## config.mk

```make
export PLATFORM = sky130hd
export DESIGN_NAME = vga_frame_capture
export DESIGN_NICKNAME = d
export VERILOG_FILES = /design/src/rtl/vga_frame_capture.sv
export SDC_FILE = /design/constraint.sdc
export NUM_CORES = 1
export LEC_CHECK = 0
export CORE_MARGIN = 10
export CORE_UTILIZATION = 60
export CTS_CLUSTER_SIZE = 30
export DETAILED_ROUTE_END_ITERATION = 16
export DONT_BUFFER_PORTS = 1
export PLACE_DENSITY = 0.87
export SETUP_SLACK_MARGIN = 0.02
export SLEW_MARGIN = 20
export SYNTH_ARGS = -nofsm -noshare
export SYNTH_HDL_FRONTEND = slang
export SYNTH_SLANG_ARGS = --single-unit
```

## constraint.sdc

```tcl
create_clock -name ExternalClk -period 6.8 [get_ports ExternalClk]
set_input_delay 0.68 -clock ExternalClk [delete_from_list [all_inputs] [get_ports ExternalClk]]
set_output_delay 0.68 -clock ExternalClk [all_outputs]
set_load 0.01 [all_outputs]
```

## src/rtl/vga_frame_capture.sv

```systemverilog
`default_nettype none
// ============================================================================
//  Module   : vga_frame_capture
//  Brief    : VGA sink. Tracks the Hsync/Vsync timing of a pixel stream,
//             writes every visible pixel of an armed frame to a frame-buffer
//             write port at its linear address, and flags line/frame lengths
//             that differ from the configured mode.
//  Revision : 1.0  initial release
// ============================================================================
module vga_frame_capture #(
    parameter int H_SYNC   = 96,
    parameter int H_BACK   = 48,
    parameter int H_ACTIVE = 640,
    parameter int H_TOTAL  = 800,
    parameter int V_SYNC   = 2,
    parameter int V_BACK   = 33,
    parameter int V_ACTIVE = 480,
    parameter int V_TOTAL  = 525,
    parameter int ADDR_W   = 19
) (
    input  logic              ExternalClk,
    input  logic              rstBtn,
    input  logic              PixTick,
    input  logic [7:0]        ColorIn,
    input  logic              HsyncIn,
    input  logic              VsyncIn,
    input  logic              CaptureEn,
    output logic              WrEn,
    output logic [ADDR_W-1:0] WrAddr,
    output logic [7:0]        WrData,
    output logic              Capturing,
    output logic              FrameDone,
    output logic              LineErr,
    output logic              FrameErr,
    output logic [7:0]        FrameCnt
);

    // Visible window bounds and expected last counts, pre-sized to the counters
    localparam logic [10:0]       c_H_START  = 11'(H_SYNC + H_BACK);
    localparam logic [10:0]       c_H_END    = 11'(H_SYNC + H_BACK + H_ACTIVE);
    localparam logic [10:0]       c_H_LAST   = 11'(H_TOTAL - 1);
    localparam logic [9:0]        c_V_START  = 10'(V_SYNC + V_BACK);
    localparam logic [9:0]        c_V_END    = 10'(V_SYNC + V_BACK + V_ACTIVE);
    localparam logic [9:0]        c_V_LAST   = 10'(V_TOTAL - 1);
    localparam logic [ADDR_W-1:0] c_PIX_LAST = ADDR_W'(H_ACTIVE * V_ACTIVE - 1);
    localparam logic [10:0]       c_H_MAX    = 11'h7FF;
    localparam logic [9:0]        c_V_MAX    = 10'h3FF;

    typedef enum logic [0:0] {
        S_IDLE    = 1'b0,
        S_CAPTURE = 1'b1
    } state_t;

    state_t              state_q, state_d;
    logic                prev_h_q, prev_h_d;
    logic                prev_v_q, prev_v_d;
    logic [10:0]         hcnt_q, hcnt_d;
    logic [9:0]          vcnt_q, vcnt_d;
    logic                hseen_q, hseen_d;
    logic                vseen_q, vseen_d;
    logic [ADDR_W-1:0]   addr_q, addr_d;
    logic                wr_en_q, wr_en_d;
    logic [ADDR_W-1:0]   wr_addr_q, wr_addr_d;
    logic [7:0]          wr_data_q, wr_data_d;
    logic                done_q, done_d;
    logic [7:0]          frame_cnt_q, frame_cnt_d;
    logic                line_err_q, line_err_d;
    logic                frame_err_q, frame_err_d;

    logic                hfall;
    logic                vfall;
    logic                pix_valid;

    // Sync falling edges relative to the value seen on the previous tick
    assign hfall = prev_h_q & ~HsyncIn;
    assign vfall = prev_v_q & ~VsyncIn;

    // Next-state logic: timing counters, error checks, capture FSM and write port
    always_comb begin
        state_d     = state_q;
        prev_h_d    = prev_h_q;
        prev_v_d    = prev_v_q;
        hcnt_d      = hcnt_q;
        vcnt_d      = vcnt_q;
        hseen_d     = hseen_q;
        vseen_d     = vseen_q;
        addr_d      = addr_q;
        wr_en_d     = 1'b0;
        wr_addr_d   = wr_addr_q;
        wr_data_d   = wr_data_q;
        done_d      = 1'b0;
        frame_cnt_d = frame_cnt_q;
        line_err_d  = line_err_q;
        frame_err_d = frame_err_q;
        pix_valid   = 1'b0;

        if (PixTick) begin
            prev_h_d = HsyncIn;
            prev_v_d = VsyncIn;

            // Horizontal position; length checked against the pre-update count
            if (hfall) begin
                hcnt_d  = '0;
                hseen_d = 1'b1;
                if (hseen_q && (hcnt_q != c_H_LAST)) begin
                    line_err_d = 1'b1;
                end
            end else if (hcnt_q != c_H_MAX) begin
                hcnt_d = hcnt_q + 11'd1;
            end

            // Vertical position; vfall wins over a coincident hfall
            if (vfall) begin
                vcnt_d  = '0;
                vseen_d = 1'b1;
                if (vseen_q && (vcnt_q != c_V_LAST)) begin
                    frame_err_d = 1'b1;
                end
            end else if (hfall && (vcnt_q != c_V_MAX)) begin
                vcnt_d = vcnt_q + 10'd1;
            end

            pix_valid = (state_q == S_CAPTURE)
                     && (hcnt_d >= c_H_START) && (hcnt_d < c_H_END)
                     && (vcnt_d >= c_V_START) && (vcnt_d < c_V_END);

            case (state_q)
                S_IDLE: begin
                    if (vfall && CaptureEn) begin
                        state_d = S_CAPTURE;
                        addr_d  = '0;
                    end
                end
                S_CAPTURE: begin
                    if (vfall) begin
                        // Frame ended before its last pixel: start over
                        addr_d      = '0;
                        frame_err_d = 1'b1;
                    end else if (pix_valid) begin
                        wr_en_d   = 1'b1;
                        wr_addr_d = addr_q;
                        wr_data_d = ColorIn;
                        addr_d    = addr_q + ADDR_W'(1);
                        if (addr_q == c_PIX_LAST) begin
                            state_d     = S_IDLE;
                            done_d      = 1'b1;
                            frame_cnt_d = frame_cnt_q + 8'd1;
                        end
                    end
                end
                default: state_d = S_IDLE;
            endcase
        end
    end

    // State register with asynchronous reset; sync history resets to idle-high
    always_ff @(posedge ExternalClk or posedge rstBtn) begin
        if (rstBtn) begin
            state_q     <= S_IDLE;
            prev_h_q    <= 1'b1;
            prev_v_q    <= 1'b1;
            hcnt_q      <= '0;
            vcnt_q      <= '0;
            hseen_q     <= 1'b0;
            vseen_q     <= 1'b0;
            addr_q      <= '0;
            wr_en_q     <= 1'b0;
            wr_addr_q   <= '0;
            wr_data_q   <= '0;
            done_q      <= 1'b0;
            frame_cnt_q <= '0;
            line_err_q  <= 1'b0;
            frame_err_q <= 1'b0;
        end else begin
            state_q     <= state_d;
            prev_h_q    <= prev_h_d;
            prev_v_q    <= prev_v_d;
            hcnt_q      <= hcnt_d;
            vcnt_q      <= vcnt_d;
            hseen_q     <= hseen_d;
            vseen_q     <= vseen_d;
            addr_q      <= addr_d;
            wr_en_q     <= wr_en_d;
            wr_addr_q   <= wr_addr_d;
            wr_data_q   <= wr_data_d;
            done_q      <= done_d;
            frame_cnt_q <= frame_cnt_d;
            line_err_q  <= line_err_d;
            frame_err_q <= frame_err_d;
        end
    end

    assign WrEn      = wr_en_q;
    assign WrAddr    = wr_addr_q;
    assign WrData    = wr_data_q;
    // Stays high through the FrameDone cycle even though the FSM is back in IDLE
    assign Capturing = (state_q == S_CAPTURE) | done_q;
    assign FrameDone = done_q;
    assign LineErr   = line_err_q;
    assign FrameErr  = frame_err_q;
    assign FrameCnt  = frame_cnt_q;

endmodule
`default_nettype wire
```

Word level (Yosys, flattened, before mapping):

Index checks and enable logic that the tools add are counted.

* add/subtract/negate cells: 4
* order comparisons: 4
* equal/unequal tests: 7
* muxes and demuxes: 28
* bitwise logic cells: 7
* reduce and logical (&&, ||, !) cells: 14

Operators by type and width (number)
* 19-bit two-way mux: 3
* 19-bit one-hot mux with 2 select lines: 1
* 11-bit two-way mux: 3
* 10-bit two-way mux: 3
* 10-bit != test, second input constant: 2
* 19-bit by 1-bit adder with 19-bit output, second input constant: 1
* 19-bit == test, second input constant: 1
* 1-bit two-way mux: 17
* 11-bit by 1-bit adder with 11-bit output, second input constant: 1
* 11-bit by 8-bit >= comparator with 1-bit output, second input constant: 1
* 11-bit by 10-bit < comparator with 1-bit output, second input constant: 1
* 11-bit by 10-bit != test with 1-bit output, second input constant: 1
* 11-bit != test, second input constant: 1
* 10-bit by 1-bit adder with 10-bit output, second input constant: 1
* 10-bit by 6-bit >= comparator with 1-bit output, second input constant: 1
* 10-bit < comparator, second input constant: 1
* 8-bit by 1-bit adder with 8-bit output, second input constant: 1
* 1-bit logical AND: 8
* 3-bit AND reduction: 2
* 5-bit AND reduction: 1
* 1-bit NOT: 4
* 2-bit AND reduction: 2
* 4-bit AND reduction: 1
* 3-bit by 1-bit != test with 1-bit output, second input constant: 1
* other kinds (4): 5

* register bits after elaboration: 84
* bits of input ports: 14
* output and inout port bits: 40
* word-level logic and storage cells: 79

Longest topological paths before layout:

* word-level depth: 13
* gate-level depth with buffers: 11
* depth with buffers taken out: 9

Least setup slack after synthesis:

OpenSTA, ideal clock, no wires.

* path type: input to register
* start point: input HsyncIn
* end point: register wr_addr_q[0], in the netlist WrAddr[0]
* setup time: 0.125 ns
* data arrival time: 2.857 ns
* required time: 6.675 ns
* path slack: 3.819 ns
* stages: 9
* path buffers: 1
* path through: nand3b_1 or4b_1 o211a_1 o41ai_2 nor3_1 o32a_2 nand2_4 buf_6 mux2_2

* longest elaborated chain between the ends: 10
* elaborated cells between the ends (all ways): 17
* classes of those cells: order compare: 4; mux: 5; bitwise: 2; reduce/logical: 6

Ends and longest elaborated chain
* from (decl): line 25 `input logic HsyncIn,`
* 1-bit NOT *: line 75 `assign hfall = prev_h_q & ~HsyncIn;`
* 1-bit bitwise AND *: line 75
* 1-bit logical AND or 11-bit two-way mux (tied branches): line 119, 102
* 10-bit two-way mux or 11-bit two-way mux (tied branches): line 119, 97
* 10-bit two-way mux or 11-bit by 8-bit >= comparator with 1-bit output (tied branches): line 113, 124
* 10-bit two-way mux or 1-bit logical AND (tied branches): line 97, 124
* 10-bit by 6-bit >= comparator with 1-bit output or 1-bit logical AND (tied branches): line 125, 124
* 1-bit logical AND: line 125 `&& (vcnt_d >= c_V_START) && (vcnt_d < c_V_END);`
* 1-bit logical AND *: line 125
* 4-bit AND reduction (no source line) *
* to (signal assigned): line 184 `wr_addr_q <= wr_addr_d;`
* to (decl): line 63 `logic [ADDR_W-1:0] wr_addr_q, wr_addr_d;`

Mark *: on every way between the ends. The rest lies on a longest branch, timed or not. The select of a mux whose other input is x is not followed.
A chain may end at the register's enable or synchronous reset.

Worst setup path in the final report:

* start point: register vcnt_q[0]
* end point: register wr_addr_q[1], in the netlist WrAddr[1]

* longest elaborated chain between the ends: 9
* elaborated cells between the ends (all ways): 11
* classes of those cells: add/sub: 1; order compare: 2; eq/ne: 1; mux: 3; reduce/logical: 4

Ends and longest elaborated chain
* from (decl): line 58 `logic [9:0] vcnt_q, vcnt_d;`
* from (signal assigned): line 179 `vcnt_q <= vcnt_d;`
* branches (longest 2 deep; another with 10-bit by 1-bit adder with 10-bit output)
* 10-bit two-way mux *: line 119 `end else if (hfall && (vcnt_q != c_V_MAX)) begin`
* 10-bit two-way mux *: line 113 `if (vfall) begin`
* 10-bit two-way mux *: line 97 `if (PixTick) begin`
* 10-bit by 6-bit >= comparator with 1-bit output: line 125
* 1-bit logical AND: line 125
* 1-bit logical AND *: line 125
* 4-bit AND reduction (no source line) *

Every way passes the cells marked *. The select of a mux whose other input is x is not followed.

==> out/metrics.csv <==
metric,value,unit
fin_crit,3390,ps
fin_ws,3410,ps
routed_wl,10.5,mm
synth_edf_count,0,
overflow,0,
diodes,0,
antenna_found_initial,0,
postCtsSetupBuffers,0,
period_share,49.8,%
die_y,107,um
cp_top_family,simple AND/OR/NAND/NOR gates,
avgSynthCellArea,9.99,sq um
final-instance-count-excl-fill,542,
cts_buffers,9,
first_iter_violations,301,
syn_area,4520,sq um
initial_core_util,61.9,%
tritoncts,yes,
crit_chain,"ha_1, nand3b_1, or4b_1, o211a_1, o41ai_2, nor3_1, o32a_2, nand2_4, mux2_2",
setup_violations,0,
viasPerCell,6.77,
slew_violations,0,
hold_violations,0,
cap_violations,0,
irDropWorstVdd,0.201,mV
grt_usage,18.4,%
worstHoldPathType,in -> async,
cp.required,7040,ps
post-route-util,65.0,%
tightest_slew,788,ps
clkLatencyLatePin,360,ps
finalInstanceArea,4740,sq um
path_clk_slew,90,ps
grt_max_degree,85,
p_leak,2.07,nW
mostFrequentLayoutCells,"82 x dfrtp_1, 42 x o21ai_0, 31 x nand2_1, 28 x nand3_1, 26 x mux2_2",
cp-start-kind,flop,
hold_buffers,0,
setup-tns-final,0,ps
port-buffer-count,0,
clockBufferDepth,2,
path_max_fanout,33,
cp.arrival,3630,ps
worstSetupPathType,reg -> reg,
slew_headroom,47.2,%
final.setup_skew,10.5,ps
pre_cts_ws,3330,ps
post_route_cells_drive_above_1_share,13.8,%
grt_pass1_vias,3549,
power.density,215,nW/um^2
crit_path_max_incr_delay,500,ps
fin_nets,457,
syn2layout_area_growth,4.93,%
max_freq,295,MHz
place_inst,526,
ys_seq_area_share,46.6,%
dp.final_hpwl,6.97,mm
syn-num-nets,471,
fin_total_pwr,1.02,mW
async_flop_share,100,%
hold_ws,399,ps
outcome,completed,
rsz0062_at_grt,no,
design.core.area,7290,sq um
r2r_setup_slack,3410,ps
drc,0,
path_buf_inv,0,
row_count,31,
yosysWarnings,0,
die_x,107,um
postPlaceCellArea,4520,sq um
num_vias,3671,
routedWlPerCell,19.5,um
endpoint_kind,flop,
synth_flop_cell,dfrtp_1,
io_pins,54,
final_common_cell,dfrtp_1,
dieArea,11400,sq um
ys_ff_latch,84,
cts.repair.resized,0,
grt_pass1_wl,17.5,mm
antenna_left,0,
htree_num_levels,3,
critPathSlowestCell,or4b_1,
syn_inst,452,
cts.sinks,84,
ys_types,69,
first_pass_iters,6,
gp_congestion,0.935,
cts_root_buf,clkbuf_8,
==> report_power, final <==
group	total (mW)	switching [mW]	leakage, nW	internal (mW)
clock network	0.391	0.185	0.102	0.207
registers	0.545	0.0279	1.12	0.517
logic	0.0842	0.0529	0.841	0.0314
==> kinds of logic after synthesis <==
group / Yosys count / synth area share (%)
xor+xnor: 10 / 1.94
simple gates: 145 / 17.9
mux: 27 / 6.71
buf+inv: 48 / 4.79
fa+ha+maj: 5 / 1.39
compound gates: 133 / 20.6
flops: 84 / 46.6
==> per-layer routing <==
| layer | routed length, um | GRT usage [%] | up-vias |
|---|---|---|---|
| met5 | 0 | 0 | - |
| met4 | 163 | 6.77 | 0 |
| met3 | 875 | 5.45 | 27 |
| met2 | 5080 | 29.1 | 172 |
| met1 | 4430 | 23.2 | 1803 |
| li1 | - | - | 1669 |
==> Yosys cell counts (all sizes together) (11+ instances only) <==
master   n  share of area, %
nor4    11               1.5
dfrtp   82                45
inv     20               1.7
o21ai   43               4.8
nand3   28               3.1
and3    13               1.9
clkbuf  17               1.6
mux2    26               6.5
nor3    12               1.3
a21oi   19               2.1
a31oi   15               2.1
nand2   32               2.8
nor2    14               1.2
==> flip-flops by register name, indices dropped and copies added, names as in the netlist, named ones only <==
register and cells:
hseen_q 1, state_q 1, LineErr 1, WrEn 1
vseen_q 1, addr_q 19, prev_v_q 1, WrData 8
FrameCnt 8, hcnt_q 11, FrameDone 1, WrAddr 19
prev_h_q 1, vcnt_q 10
==> worst paths after layout <==
path	to	cells past startpoint	start
max	WrAddr[1]	9	vcnt_q[0]
min reg2reg	hseen_q	1	hseen_q
max reg2reg	WrAddr[1]	9	vcnt_q[0]
min	LineErr	2	rstBtn
max in group asynchronous	addr_q[16]	2	rstBtn
min in group ExternalClk	addr_q[0]	1	PixTick
==> area by class of cell <==
class	instances	area [sq um]
Clock buffer	10	128
Inverter	21	80.1
Timing Repair Buffer	2	18.8
Multi-Input combinational cell	320	2190
Tap cell	99	124
Fill cell	583	2550
Sequential cell	84	2100
Clock inverter	6	88.8
Power figures use the tool's default switching activity.
